### config.mk
export PLATFORM = sky130hd
export DESIGN_NAME = uart_msg_sender
export DESIGN_NICKNAME = d
export VERILOG_FILES = /design/src/rtl/uart_msg_sender_pkg.sv /design/src/rtl/uart_msg_sender_bcd_to_ascii.sv /design/src/rtl/uart_msg_sender.sv
export SDC_FILE = /design/constraint.sdc
export NUM_CORES = 1
export LEC_CHECK = 0
export CORE_MARGIN = 2
export CORE_UTILIZATION = 25
export DETAILED_ROUTE_END_ITERATION = 10
export MAX_ROUTING_LAYER = met4
export PLACE_DENSITY_LB_ADDON = 0.1
export SLEW_MARGIN = 15
export SYNTH_ARGS = -nofsm -noshare
export SYNTH_HDL_FRONTEND = slang
export SYNTH_SLANG_ARGS = --single-unit
### constraint.sdc
create_clock -name iClk -period 1.9 [get_ports iClk]
set_clock_uncertainty 0.1 [all_clocks]
set_input_delay 0.38 -clock iClk [delete_from_list [all_inputs] [get_ports iClk]]
set_output_delay 0.38 -clock iClk [all_outputs]
set_load 0.02 [all_outputs]
### src/rtl/uart_msg_sender_pkg.sv
// Shared definitions for the UART message sender: FSM encoding, ASCII
// constants and message geometry.
package uart_msg_sender_pkg;

   typedef enum logic [1:0] {
      IDLE   = 2'd0,
      START  = 2'd1,
      WAIT   = 2'd2,
      FINISH = 2'd3
   } state_t;

   localparam logic [7:0] ASCII_ZERO  = 8'h30;
   localparam logic [7:0] ASCII_QMARK = 8'h3F;
   localparam logic [7:0] ASCII_CR    = 8'h0D;
   localparam logic [7:0] ASCII_LF    = 8'h0A;
   localparam logic [7:0] ASCII_COLON = 8'h3A;

   localparam int         MSG_LEN  = 7;
   localparam logic [2:0] LAST_IDX = 3'(MSG_LEN - 1);

endpackage

### src/rtl/uart_msg_sender_bcd_to_ascii.sv
// Maps one BCD nibble to its ASCII digit; non-decimal codes become '?'.
module bcd_to_ascii
   import uart_msg_sender_pkg::*;
(
   input  logic [3:0] i_bcd,
   output logic [7:0] o_ascii
);

   assign o_ascii = (i_bcd <= 4'd9) ? (ASCII_ZERO + {4'd0, i_bcd}) : ASCII_QMARK;

endmodule

### src/rtl/uart_msg_sender.sv
// Sends "D3 D2 SEP D1 D0 CR LF" to a byte-wide UART, one byte per
// start/done handshake, with a per-byte timeout abort.
module uart_msg_sender
   import uart_msg_sender_pkg::*;
#(
   parameter logic [7:0] P_SEP     = ASCII_COLON,
   parameter int         P_TIMEOUT = 2_000_000
) (
   input  logic        iClk,
   input  logic        iRst,
   input  logic        iSend,
   input  logic [15:0] iDigits,
   input  logic        iTx_Busy,
   input  logic        iTx_Done,
   output logic        oTx_Start,
   output logic [7:0]  oTx_Data,
   output logic        oBusy,
   output logic        oDone,
   output logic        oErr
);

   localparam int               CNT_W    = (P_TIMEOUT > 1) ? $clog2(P_TIMEOUT) : 1;
   localparam logic [CNT_W-1:0] CNT_LAST = CNT_W'(P_TIMEOUT - 1);

   state_t           r_state,    w_state_next;
   logic [2:0]       r_idx,      w_idx_next;
   logic [CNT_W-1:0] r_cnt,      w_cnt_next;
   logic [15:0]      r_digits,   w_digits_next;
   logic [7:0]       r_tx_data,  w_tx_data_next;
   logic             r_tx_start, w_tx_start_next;
   logic             r_err,      w_err_next;

   logic [3:0]       w_nibble;
   logic [7:0]       w_ascii;
   logic [7:0]       w_byte;

   // Byte selection: only digit positions go through the converter.
   always_comb begin
      w_nibble = 4'd0;
      w_byte   = 8'h00;
      case (r_idx)
         3'd0: w_nibble = r_digits[15:12];
         3'd1: w_nibble = r_digits[11:8];
         3'd3: w_nibble = r_digits[7:4];
         3'd4: w_nibble = r_digits[3:0];
         default: w_nibble = 4'd0;
      endcase
      case (r_idx)
         3'd0, 3'd1, 3'd3, 3'd4: w_byte = w_ascii;
         3'd2:                   w_byte = P_SEP;
         3'd5:                   w_byte = ASCII_CR;
         3'd6:                   w_byte = ASCII_LF;
         default:                w_byte = 8'h00;
      endcase
   end

   bcd_to_ascii u_bcd_to_ascii (
      .i_bcd   (w_nibble),
      .o_ascii (w_ascii)
   );

   // NOTE: every signal gets a default before the case so no path leaves it
   // unassigned; a missing default here would infer a latch.
   always_comb begin
      w_state_next    = r_state;
      w_idx_next      = r_idx;
      w_cnt_next      = r_cnt;
      w_digits_next   = r_digits;
      w_tx_data_next  = r_tx_data;
      w_tx_start_next = 1'b0;
      w_err_next      = 1'b0;

      case (r_state)
         IDLE: begin
            if (iSend) begin
               w_digits_next = iDigits;
               w_idx_next    = 3'd0;
               w_state_next  = START;
            end
         end
         START: begin
            if (!iTx_Busy) begin
               w_tx_start_next = 1'b1;
               w_tx_data_next  = w_byte;
               w_cnt_next      = '0;
               w_state_next    = WAIT;
            end
         end
         WAIT: begin
            // A done arriving on the timeout cycle still counts as success.
            if (iTx_Done) begin
               if (r_idx == LAST_IDX) begin
                  w_state_next = FINISH;
               end else begin
                  w_idx_next   = r_idx + 3'd1;
                  w_state_next = START;
               end
            end else if (r_cnt == CNT_LAST) begin
               w_err_next   = 1'b1;
               w_state_next = IDLE;
            end else begin
               w_cnt_next = r_cnt + 1'b1;
            end
         end
         FINISH: begin
            w_state_next = IDLE;
         end
         default: begin
            w_state_next = IDLE;
         end
      endcase
   end

   // NOTE: state registers use non-blocking assignments so every register
   // samples the pre-edge values, independent of statement order.
   always_ff @(posedge iClk) begin
      if (iRst) begin
         r_state    <= IDLE;
         r_idx      <= 3'd0;
         r_cnt      <= '0;
         r_digits   <= 16'h0000;
         r_tx_data  <= 8'h00;
         r_tx_start <= 1'b0;
         r_err      <= 1'b0;
      end else begin
         r_state    <= w_state_next;
         r_idx      <= w_idx_next;
         r_cnt      <= w_cnt_next;
         r_digits   <= w_digits_next;
         r_tx_data  <= w_tx_data_next;
         r_tx_start <= w_tx_start_next;
         r_err      <= w_err_next;
      end
   end

   assign oTx_Start = r_tx_start;
   assign oTx_Data  = r_tx_data;
   assign oBusy     = (r_state != IDLE);
   assign oDone     = (r_state == FINISH);
   assign oErr      = r_err;

endmodule

==> results.cfg <==
[setup_path]
worstPathArrival_ns = 1.31
critical_path.startpoint_type = register
rr_endpoint = oTx_Data[3]$_SDFFE_PP0P_
endpoint_kind = primary output
reg2reg_slack_ns = 0.11
r2r_cells = 7
crit_fanout = 8
worstSetupPathType = reg2out
reg2reg_from = r_idx[1]$_SDFFE_PP0P_
critPathRequiredTime_ns = 1.42

[sta]
max_freq_mhz = 559
layout_min_cycle_time_ns = 1.79
period_share_pct = 94.2
grt_setup_unrepaired = no
setup_violations = 0
hold_viol_final = 0
finalMaxSlewViolations = 0
hold_slack_ns = 0.363

[yosys]
yosys-top-cells-count = 49 x dfxtp_1, 45 x nand2_1, 31 x nor2_1
syn-cell-area_mm2 = 0.00238
synth.most_common_cell = dfxtp_1
synth_cell_type_count = 48
async_flop_share_pct = 0
synthesis.instances = 288
yosysTopAreaCellShare_pct = 41.3
yosysWarnings = 0
ys_ff_latch = 49
seq_area_frac_synth_pct = 41.3
ys.flop_type = dfxtp_1
yosysTopAreaCell = dfxtp_1
avgSynthCellArea_um2 = 8.25
synth_area_leaders = dfxtp_1 41%, nand2_1 7.1%, a21oi_1 6.3%
synth_edf_count = 0

[power_and_ir_drop]
p_clk_share_pct = 33.4
p_switching_uw = 529
ir_drop_v = 0.000329
leakage_uw = 0.00124
pwr-share-seq_pct = 54.6
p_total_uw = 1970
combPwrFrac_pct = 12.0
p_sw_share_pct = 26.8
p_int_uw = 1440
powerDensity_mw_per_mm2 = 603

[grt]
grt_pass1_wl_um = 9980
grt_usage_pct = 12.6
grt_max_degree = 23
antenna_found_initial = 0
grt_pass1_vias = 2023
overflow = 0

[clocking]
clk_latency_ns = 0.31
clock_sinks = 49
clock_path_buffers = 2
htree_levels = 2
cts_tree = yes
cts_root_buf = clkbuf_8
numCtsBuffers = 5
clkTransAtPathRegs_ns = 0.11

[layout]
fin_area_mm2 = 0.00327
drive_above_1_share_pct = 21.4
nNetsFinal = 385
n_fill_cell = 945
multi_input_area_mm2 = 0.00135
num_antenna_cells = 0
area_growth_pct = 37.4
seqCellArea_um2 = 985

[place]
postPlaceCellArea_mm2 = 0.00312
gp_congestion = 0.776
port_buffers = 30
dp_hpwl_um = 4510

[job]
cap_violations = 0

[detailed_routing]
top_layer = met4
drtIter0Drc = 103
wl_met2_um = 2450
dr.pass1.iters = 4
viasPerCell = 4.49
num_vias = 2191
drtAntennaViolNets = 0
met1Wirelength_um = 3320
drc_errors = 0
wl_per_cell_um = 12.4
wl_um = 6050
wl_met3_um = 205

[worst_hold_path]
hold_path_class = reg2reg
hold_depth = 2
min_to = r_digits[14]$_SDFFE_PP0P_
min-delay-start = r_digits[14]$_SDFFE_PP0P_

[die]
row_count = 35
coreArea_mm2 = 0.00924
io_pins = 33
die_area_mm2 = 0.0103
start_util_pct = 25.7
die_x_um = 102
die_h_um = 102

[outcome]
status = finished clean
==> final cells by class <==
cell class	instances	share of cell area [%]
clock buffers	5	2.11
clock inverters	3	0.804
inverters	5	0.574
multi-input cells	219	41.3
flip-flops and latches	49	30.1
well taps	129	4.94
repair buffers	78	20.1
==> worst max path at each step <==
stage	from	endpoint	cells past startpoint
global placement	iTx_Done	r_cnt[20]$_SDFFE_PP0P_	7
finish	r_state[0]$_SDFFE_PP0P_	oBusy	4
floorplan	r_idx[0]$_SDFFE_PP0P_	oTx_Data[1]$_SDFFE_PP0P_	8
global route	r_idx[0]$_SDFFE_PP0P_	oTx_Data[1]$_SDFFE_PP0P_	8
CTS	r_idx[0]$_SDFFE_PP0P_	oTx_Data[0]$_SDFFE_PP0P_	8
detailed placement	iTx_Done	r_cnt[16]$_SDFFE_PP0P_	7
==> registers in the layout, summed over array words and instances, names as in the netlist <==
name / flops
r_cnt: 21
r_digits: 16
oTx_Data: 5
r_idx: 3
r_state: 2
oErr: 1
oTx_Start: 1
==> power by group through the flow <==
| stage | clock network, uW | registers, uW | logic (uW) |
|---|---|---|---|
| 3_3_place_gp | 0 | 1100 | 238 |
| 5_1_grt | 729 | 1080 | 260 |
| 6_report | 659 | 1080 | 236 |
| 4_1_cts | 699 | 1080 | 237 |
| 2_1_floorplan | 0 | 1100 | 118 |
| 3_5_place_dp | 0 | 1100 | 237 |
==> what timing repair did <==
action / 4_1_cts / 5_1_grt
pin swaps: 0 / 5
gates cloned: 0 / 0
resized for setup: 6 / 12
endpoints found under the hold margin: 0 / 0
hold buffers: 0 / 0
endpoints found under the setup margin: 9 / 17
buffers inserted: 0 / 1
==> per-stage QoR <==
| step | cells | util (%) | setup TNS (ns) | worst slack [ns] |
|---|---|---|---|---|
| final | 488 | 35.4 | 0 | 0.111 |
| after floorplan | 289 | - | 0 | 0.108 |
| after detailed placement | 479 | 33.7 | -2.40 | -0.271 |
| after global routing | 488 | 35.4 | 0 | 0.0116 |
| after CTS | 487 | 34.8 | 0 | 0.000415 |
| after global placement | 479 | 33.7 | -2.61 | -0.286 |
==> layer usage <==
layer  global-route usage, %  vias up
li1                        -     1148
met3                    2.48        4
met1                    18.1      998
met4                    3.74        0
met5                       -        -
met2                    17.8       41
==> worst max-delay path: stages (launching register included) <==
cell,delay (ns)
dfxtp_2,0.42
nor2_1,0.06
buf_4,0.15
inv_1,0.05
dlygate4sd2_1,0.32
==> cells by family (layout without fill, tap and decap cells) <==
logic type | after synthesis | in the layout | share of synthesized area [%]
adders and majority gates | 6 | 6 | 3.16
DFF | 49 | 49 | 41.3
buffers and inverters | 21 | 91 | 4.11
and+or+nand+nor | 129 | 129 | 27.6
AOI/OAI and AO/OA | 62 | 62 | 16.0
other | 1 | 2 | 0.158
xor gates and xnor gates | 14 | 14 | 5.16
muxes | 6 | 6 | 2.58
==> layout by cell type, fill, tap and decap left out, types with 5 or more instances in the layout <==
master           Yosys  final
nand3_1             12     11
buf_4                4     48
nand2_1             45     45
mux2i_1              5      5
xor2_1              14     14
nand4_1              7      7
clkdlybuf4s50_1      0     28
nor2_1              31     31
a21oi_1             30     29
clkbuf_8             0      5
dfxtp_1             49     46
o21ai_0              9      6
inv_1                5      5
No activity file was read; power rests on OpenSTA's default activity.
